`src/rtl/regfile_dump_unit.sv`:
```
// Debug reader: at a programmed cycle it halts the pipeline and streams every register as (idx, data) beats.
// Latency: first dump_valid 2 cycles after the cycle where cycle_count==trigger; 2 cycles per beat minimum.
// Backpressure: OUT holds idx/data/last stable while dump_valid && !dump_ready, for as long as needed.
module regfile_dump_unit #(
    parameter int NUM_REGS = 8,
    parameter int IDX_W    = 3,
    parameter int DATA_W   = 32,
    parameter int CYCLE_W  = 32
) (
    input  logic               clk,
    input  logic               reset,
    input  logic               arm,
    input  logic [CYCLE_W-1:0] trigger_cycle,
    output logic [CYCLE_W-1:0] cycle_count,
    output logic               halt_req,
    output logic               rf_rd_en,
    output logic [IDX_W-1:0]   rf_rd_addr,
    input  logic [DATA_W-1:0]  rf_rd_data,
    output logic               dump_valid,
    input  logic               dump_ready,
    output logic [IDX_W-1:0]   dump_idx,
    output logic [DATA_W-1:0]  dump_data,
    output logic               dump_last,
    output logic               busy,
    output logic               done
);

    localparam logic [IDX_W-1:0] LAST_IDX = IDX_W'(NUM_REGS - 1);

    typedef enum logic [2:0] {
        S_IDLE,
        S_ARMED,
        S_READ,
        S_OUT,
        S_DONE
    } state_t;

    state_t              state_q, state_d;
    logic [CYCLE_W-1:0]  cycle_q, cycle_d;
    logic [CYCLE_W-1:0]  trig_q, trig_d;
    logic [IDX_W-1:0]    idx_q, idx_d;
    logic [DATA_W-1:0]   data_q, data_d;
    // High during the first OUT cycle, when rf_rd_data is still live and data_q not yet loaded.
    logic                first_q, first_d;

    always_comb begin
        state_d = state_q;
        cycle_d = cycle_q + CYCLE_W'(1);
        trig_d  = trig_q;
        idx_d   = idx_q;
        data_d  = data_q;
        first_d = 1'b0;

        case (state_q)
            S_IDLE, S_DONE: begin
                if (arm) begin
                    trig_d  = trigger_cycle;
                    state_d = S_ARMED;
                end
            end
            S_ARMED: begin
                if (cycle_q == trig_q) begin
                    idx_d   = '0;
                    state_d = S_READ;
                end
            end
            S_READ: begin
                first_d = 1'b1;
                state_d = S_OUT;
            end
            S_OUT: begin
                if (first_q) begin
                    data_d = rf_rd_data;
                end
                if (dump_ready) begin
                    if (idx_q == LAST_IDX) begin
                        state_d = S_DONE;
                    end else begin
                        idx_d   = idx_q + IDX_W'(1);
                        state_d = S_READ;
                    end
                end
            end
            default: state_d = S_IDLE;
        endcase
    end

    always_ff @(posedge clk) begin
        if (reset) begin
            state_q <= S_IDLE;
            cycle_q <= '0;
            trig_q  <= '0;
            idx_q   <= '0;
            data_q  <= '0;
            first_q <= 1'b0;
        end else begin
            state_q <= state_d;
            cycle_q <= cycle_d;
            trig_q  <= trig_d;
            idx_q   <= idx_d;
            data_q  <= data_d;
            first_q <= first_d;
        end
    end

    // Every output is decoded from flops or the read-port data; dump_ready only steers next state.
    assign cycle_count = cycle_q;
    assign halt_req    = (state_q == S_READ) || (state_q == S_OUT);
    assign rf_rd_en    = (state_q == S_READ);
    assign rf_rd_addr  = rf_rd_en ? idx_q : '0;
    assign dump_valid  = (state_q == S_OUT);
    assign dump_idx    = dump_valid ? idx_q : '0;
    assign dump_last   = dump_valid && (idx_q == LAST_IDX);
    assign dump_data   = dump_valid ? (first_q ? rf_rd_data : data_q) : '0;
    assign busy        = (state_q != S_IDLE) && (state_q != S_DONE);
    assign done        = (state_q == S_DONE);

endmodule

```
`config.mk`:
```
export PLATFORM = sky130hd
export DESIGN_NAME = regfile_dump_unit
export DESIGN_NICKNAME = d
export VERILOG_FILES = /design/src/rtl/regfile_dump_unit.sv
export SDC_FILE = /design/constraint.sdc
export NUM_CORES = 1
export LEC_CHECK = 0
export ABC_AREA = 1
export CORE_ASPECT_RATIO = 1.75
export CORE_MARGIN = 2
export CORE_UTILIZATION = 48
export DETAILED_ROUTE_END_ITERATION = 10
export GPL_TIMING_DRIVEN = 1
export PLACE_DENSITY = 0.86
export SLEW_MARGIN = 30
export SYNTH_ARGS = -nofsm -noshare
export SYNTH_HDL_FRONTEND = slang
export SYNTH_SLANG_ARGS = --single-unit
```
`constraint.sdc`:
```
create_clock -name clk -period 2.2 [get_ports clk]
set_input_delay 0.44 -clock clk [delete_from_list [all_inputs] [get_ports clk]]
set_output_delay 0.44 -clock clk [all_outputs]
set_load 0.01 [all_outputs]
```
# After elaboration in Yosys (flattened, before gate mapping)
# Index checks and enable logic that the tools add are counted.
[classes] n_addsub=2 n_eq_ne=11 muxes=14 n_reduce_logical=10
[op_table] op="2-to-1 mux 32 bit" n=2
[op_table] op="adder 32 x 1 -> 32 bit (second input constant)" n=1
[op_table] op="equality test 32 bit" n=1
[op_table] op="2-to-1 mux 3 bit" n=9
[op_table] op="case mux 3 bit (4 select lines)" n=1
[op_table] op="equality test 3 x 2 -> 1 bit (second input constant)" n=2
[op_table] op="equality test 3 bit (second input constant)" n=2
[op_table] op="inequality test 2 bit (second input constant)" n=3
[op_table] op="case mux 3 bit (2 select lines)" n=1
[op_table] op="AND reduction 4 bit" n=1
[op_table] op="adder 3 x 1 -> 3 bit (second input constant)" n=1
[op_table] op="equality test 3 x 1 -> 1 bit (second input constant)" n=1
[op_table] op="zero test 3 bit" n=1
[op_table] op="inequality test 3 bit (second input constant)" n=1
[op_table] op="AND reduction 3 bit" n=1
[op_table] op="nonzero test 3 bit" n=1
[op_table] op="logical AND 1 bit" n=2
[op_table] op="inequality test 2 x 1 -> 1 bit (second input constant)" n=1
[op_table] op="AND reduction 2 bit" n=1
[op_table] op="nonzero test 2 bit" n=1
[op_table] op="OR reduction 2 bit" n=1
[op_table] op="logical OR 1 bit" n=1
[op_table] op="2-to-1 mux 1 bit" n=1
[word_totals] reg_bits=103 in_bits=68 out_inout_bits=76 elab_cells=43

# Longest topological paths before layout
# Gate-level depths: netlist of the first run.
[logic_depth] ltp_word=4 ltp_mapped=13 mapped_depth_nobuf=13

# Least setup slack after synthesis of the first run
# OpenSTA, ideal clock, no wires.
[synth_path] kind="register to output" start="register state_q[1]" end="output dump_data[22]" t_arrival_ps=1275 required_ps=1760 path_slack_ps=485 path_stages_with_launch=9 n_path_buf=2 path_cell_list="dfxtp_1 > inv_2 > nor2_2 > nand2_2 > inv_2 > buf_4 > buf_2 > nand2_1 > inv_1"
[synth_between] elab_chain_len=2
[synth_lines] element="from (decl)" line="38" text="state_t state_q, state_d;"
[synth_lines] element="from (signal assigned)" line="97" text="state_q <= state_d;"
[synth_lines] element="equality test 3 x 2 -> 1 bit" line="111" text="assign dump_valid = (state_q == S_OUT);"
[synth_lines] element="named net dump_valid" line="19" text="output logic dump_valid,"
[synth_lines] element="2-to-1 mux 32 bit" line="114" text="assign dump_data = dump_valid ? (first_q ? rf_rd_data : data_q) : '0;"
[synth_lines] element="to (decl)" line="22" text="output logic [DATA_W-1:0] dump_data,"
# The timed path passes the listed nets, and every way through them passes these cells.

# Worst setup path after layout of the first run
[layout_path] start="register first_q" end="output dump_data[23]"
[layout_between] elab_chain_len=2
[layout_lines] element="from (decl)" line="44" text="logic first_q, first_d;"
[layout_lines] element="from (signal assigned)" line="102" text="first_q <= first_d;"
[layout_lines] element="2-to-1 mux 32 bit"
[layout_lines] element="2-to-1 mux 32 bit" line="114"
# Every way passes these cells.

==> results of run 1 <==
-- worst max-delay path, cell delays in order (launching register included) --
cell and delay [ps]:
dfxtp_4 410, buf_12 140, buf_4 110, mux2_2 320, nand2_1 90, inv_1 40
dlygate4sd2_1 280
-- timing repair --
item                       4_1_cts  5_1_grt
setup endpoints to repair       38       17
setup buffers                    5        9
cloned                           1        0
gates resized for setup         48       26
-- where the power goes --
part | internal [W] | switching, W
sequential | 0.00204 | 0.000123
combinational | 0.000604 | 0.000642
clock | 0.000943 | 0.000701
total | 0.00359 | 0.00147
-- placed cells by master, fill, tap and decap left out, types with 3 or more instances in the layout --
| master | n |
|---|---|
| nand2_1 | 160 |
| dfxtp_1 | 101 |
| clkdlybuf4s50_1 | 101 |
| nor2_1 | 97 |
| inv_1 | 88 |
| a21oi_1 | 58 |
| o21ai_0 | 38 |
| mux2_2 | 24 |
| xnor2_1 | 24 |
| buf_4 | 23 |
| nor3_1 | 22 |
| dlygate4sd2_1 | 20 |
| inv_2 | 14 |
| nand3_1 | 14 |
| clkdlybuf4s15_1 | 12 |
| nand4_1 | 9 |
| clkbuf_16 | 9 |
| mux2_1 | 8 |
| nand2_2 | 7 |
| dlymetal6s2s_1 | 6 |
| or2_0 | 5 |
| o21ai_1 | 4 |
| buf_12 | 4 |
| nor2_2 | 3 |
| nor2_4 | 3 |
| a31oi_1 | 3 |
| ha_1 | 3 |
| clkbuf_2 | 3 |
| buf_6 | 3 |
-- per-layer routing --
metal	vias to the layer above	track usage (%)	part of all wire, %
met5	-	0	0
met1	2384	24.0	35
met2	193	47.5	53
met3	59	4.77	5.7
met4	0	17.1	5.9
li1	2641	-	-
-- cell families after synthesis --
family / after synthesis
flops: 103
mux: 32
compound gates: 106
xor+xnor: 26
buf+inv: 132
fa+ha+maj: 3
simple gates: 333
-- layout make-up --
cell class | count | area share [%]
Multi-Input combinational cell | 500 | 36.1
Clock inverter | 4 | 0.754
Inverter | 104 | 5.42
Clock buffer | 11 | 3.46
Timing Repair Buffer | 175 | 23.7
Tap cell | 130 | 2.23
Sequential cell | 103 | 28.3
-- sequential cells by signal, indices dropped and copies added (netlist names) --
signal	cells
data_q	32
idx_q	3
cycle_count	32
first_q	1
state_q	3
trig_q	32
-- stage by stage --
stage	instances	setup TNS, ps	worst slack (ps)	cell area [sq um]	utilization (%)
finish	1027	0	25.1	7300	68.6
global route	1027	-73.9	-29.0	7300	68.6
CTS	1018	0	1.32	7190	67.6
detailed placement	997	0	32.9	6830	64.2
global placement	997	0	50.6	6830	64.2
floorplan	735	0	485	5190	-
-- worst max path at each step --
stage               slack [ps]                    start  depth (start not counted)       endpoint
floorplan                  490  state_q[1]$_SDFFE_PP0P_                          8  dump_data[22]
global placement            50           rf_rd_data[27]                          5  dump_data[27]
detailed placement          30           rf_rd_data[15]                          5  dump_data[15]
CTS                          1       first_q$_SDFF_PP0_                          6  dump_data[18]
global route               -30       first_q$_SDFF_PP0_                          6  dump_data[26]
finish                      30       first_q$_SDFF_PP0_                          6  dump_data[23]
==> results.toml, run 1 <==
[synthesis]
synth_cell_types = 37
yosys.area_share.simple_pct = 28.1
ys_warn_count = 0
synth_fa_ha_area_share_pct = 0.723
synth-xor-area-share_pct = 4.38
synth_edf_count = 0
synth.area.mux_share_pct = 6.94
synth_ff_type = "dfxtp_1"
ys_seq_elements = 103
yosysSeqAreaShare_pct = 39.7
synth_top_area_share_pct = 39.7
synth.most_common_cell = "nand2_1"
mappedNetlistNets = 806
synth_top_area_cell = "dfxtp_1"
synth_compound_area_share_pct = 10.5
synth.area.top_cells = "dfxtp_1 40%, nand2_1 12%, nor2_1 7.0%, inv_1 6.4%, a21oi_1 5.6%"
synthTopCellsByCount = "164 x nand2_1, 103 x dfxtp_1, 97 x nor2_1, 88 x inv_1, 58 x a21oi_1"
syn_inst = 735
synth_top_family_by_area = "simple AND/OR/NAND/NOR gates"
synthArstFlopShare_pct = 0
syn_avg_cell_area_sq_um = 7.07
netlist_area_sq_um = 5190

[worst_setup_path]
cp.required_ps = 1760
worst-setup-path-type = "flop to output port"
cp.arrival_ps = 1730
crit_fanout = 9
regToRegStartpoint = "cycle_count[21]$_SDFF_PP0_"
rrSetupSlack_ps = 250
end_kind = "output port"
reg2reg_depth = 7
timing.rr.end = "cycle_count[31]$_SDFF_PP0_"
start_kind = "flop"

[power]
p_leak_nw = 3.36
power.density_nw_per_um2 = 692
irDropWorstVdd_mv = 0.507
total_power_w = 0.00505

[finish]
layout-drive-gt1-share_pct = 12.8
fill_cells = 887
diodes = 0
multi_input_area_sq_um = 2640
nets = 964
synthToLayoutAreaGrowth_pct = 40.5
seqCellArea_sq_um = 2070

[detailed_routing]
wl_mm = 15.0
drt_first_pass_iters = 4
first_iter_violations = 150
via_per_inst = 5.14
drc = 0
ant_nets = 0
vias = 5277
post_drt_wl_per_cell_um = 14.6

[run]
max-cap-violations = 0

[timing]
finalHoldViolCount = 0
fin_crit_sh_pct = 98.9
final-setup-viol-count = 0
holdWs_ps = 464
fmax_ghz = 0.460
rsz0062_at_grt = "true"
skew_ps = 9.19
maxSlewViolCount = 0
finalCriticalPeriod_ps = 2170
slew_headroom_pct = 56.0
tightest_slew_ps = 660

[clock_network]
postCtsHoldBufs = 0
cts_buffer_depth = 2
cts_max_level = 3
cts_made_buffers = 9
clk_pin_slew_ps = 70
insertion_delay_ps = 340
cts_tree = "built"
root_buffer = "clkbuf_16"
cts_sinks = 103

[placed_design]
port_buffers = 143
routabilityCongestion = 0.993
dp_hpwl_mm = 10.9

[die]
die_area_sq_um = 11700
core_area_sq_um = 10600
dieWidth_um = 82.6
rows = 50
initial_core_util_pct = 48.8
die_h_um = 142
ioPinCount = 144

[run_status]
outcome = "finished clean"

[worst_hold_path]
worstHoldStart = "data_q[22]$_SDFFE_PP0P_"
hold_class = "flop to flop"
min_to = "data_q[22]$_SDFFE_PP0P_"
hold_path_depth = 2

[grt]
grt_pass1_vias = 5083
grt_pass1_wl_mm = 22.9
overflow = 0
grt_usage_pct = 25.5
antenna_found_initial = 0
grt_max_degree = 57
Power figures use the tool's default switching activity.
==> inputs of run 2 (changes only) <==
TNS_END_PERCENT = 50   (was unset)
==> results.toml, run 2 (synthesized netlist as in run 1, its figures left out) <==
[clock_network]
cts_made_buffers = 9
cts_max_level = 3
cts_tree = "built"
clk_pin_slew_ps = 70
root_buffer = "clkbuf_16"
cts_buffer_depth = 2
cts_sinks = 103
insertion_delay_ps = 340

[worst_setup_path]
start_kind = "flop"
cp.required_ps = 1760
crit_fanout = 16
crit_buf_inv = 4
cp_top_family = "buffers and inverters"
timing.critical_path.slowest_cell_delay_ps = 410
end_kind = "output port"
cp.arrival_ps = 1680
crit_chain = "buf_12, buf_4, mux2_2, nand2_1, inv_1, clkdlybuf4s15_1"
worst-setup-path-type = "flop to output port"
crit_slowest_cell = "dfxtp_4"

[finish]
final_area_sq_um = 7200
most-common-layout-cells = "162 x nand2_1, 101 x dfxtp_1, 101 x clkdlybuf4s50_1, 97 x nor2_1, 88 x inv_1"
multi_input_area_sq_um = 2630
final_common_cell = "nand2_1"
seqCellArea_sq_um = 2070
diodes = 0
synthToLayoutAreaGrowth_pct = 38.7
nets = 955
fin_cells = 1018
fill_cells = 918
layout-drive-gt1-share_pct = 11.6

[timing]
setup_slack_ps = 78.5
fmax_ghz = 0.471
holdWs_ps = 465
finalHoldViolCount = 0
skew_ps = 8.34
rsz0062_at_grt = "true"
fin_crit_sh_pct = 96.4
tightest_slew_ps = 654
finalCriticalPeriod_ps = 2120
final-setup-viol-count = 0
maxSlewViolCount = 0
slew_headroom_pct = 56.4

[worst_hold_path]
hold_class = "flop to flop"

[grt]
overflow = 0
grt_max_degree = 57
grt_busiest_layer = "met2"
use_met2_pct = 47.5
met1_usage_pct = 24.0
grt_pass1_vias = 5076
met3_usage_pct = 4.71
grt_pass1_wl_mm = 22.9
grt_usage_pct = 25.5
antenna_found_initial = 0

[placed_design]
dp_hpwl_mm = 10.9
routabilityCongestion = 0.993
place_ws_ps = 32.9
dp_cells = 997
port_buffers = 143
place_area_sq_um = 6830

[power]
power.density_nw_per_um2 = 695
p_leak_nw = 3.34
total_power_w = 0.00500
irDropWorstVdd_mv = 0.506

[detailed_routing]
post_drt_wl_per_cell_um = 14.5
drt_first_pass_iters = 4
drc = 0
first_iter_violations = 151
ant_nets = 0
via_per_inst = 5.14
vias = 5229
wl_mm = 14.7

[die]
rows = 50
die_h_um = 142
initial_core_util_pct = 48.8
dieWidth_um = 82.6
core_area_sq_um = 10600
die_area_sq_um = 11700
ioPinCount = 144

[run_status]
outcome = "finished clean"

[run]
max-cap-violations = 0
[run 2: changes by cell type in the layout (fill, tap and decap cells not counted)]
cell and delta:
buf_12 -1, buf_4 -7, buf_6 -1, clkbuf_2 -1, clkdlybuf4s15_1 -8, dlygate4sd2_1 +9, nand2_1 +2, nand2_2 -2
[run 2: per-layer routing]
metal	wire length [um]	vias up
met3	907	60
met1	5150	2353
met4	891	0
met5	0	-
li1	-	2627
met2	7780	189
[run 2: stage by stage]
stage,util (%),TNS (ps)
floorplan,-,0
global placement,64.2,0
detailed placement,64.2,0
CTS,67.5,0
global route,67.7,-27.4
finish,67.7,0
[run 2: power breakdown]
group | switching (W) | total (W) | internal [W]
Combinational | 0.000631 | 0.00120 | 0.000571
Clock | 0.000697 | 0.00164 | 0.000943
Sequential | 0.000123 | 0.00216 | 0.00204
Total | 0.00145 | 0.00500 | 0.00355
[run 2: tightest hold or removal path: stages (launching register included)]
cell     delay [ps]
dfxtp_1         310
nand2_1          60
a21oi_1          60
[run 2: layout make-up]
class | instances | share of cell area (%)
Multi-Input combinational cell | 500 | 36.5
Clock inverter | 4 | 0.764
Inverter | 104 | 5.49
Timing Repair Buffer | 166 | 22.8
Sequential cell | 103 | 28.7
Clock buffer | 11 | 3.51
Tap cell | 130 | 2.26
[run 2: final timing paths]
kind / startpoint / end / slack, ps / cells after the start
worst min-delay path: data_q[5]$_SDFFE_PP0P_ / data_q[5]$_SDFFE_PP0P_ / 470 / 2
worst min register to register: data_q[5]$_SDFFE_PP0P_ / data_q[5]$_SDFFE_PP0P_ / 470 / 2
worst max-delay path: first_q$_SDFF_PP0_ / dump_data[16] / 80 / 6
worst max register to register: cycle_count[21]$_SDFF_PP0_ / cycle_count[31]$_SDFF_PP0_ / 260 / 7
[run 2: timing repair]
| action | 4_1_cts | 5_1_grt |
|---|---|---|
| endpoints found under the setup margin | 38 | 11 |
| gates cloned | 1 | 0 |
| hold buffers | 0 | 0 |
| resized for setup | 46 | 15 |
| setup buffers | 4 | 1 |
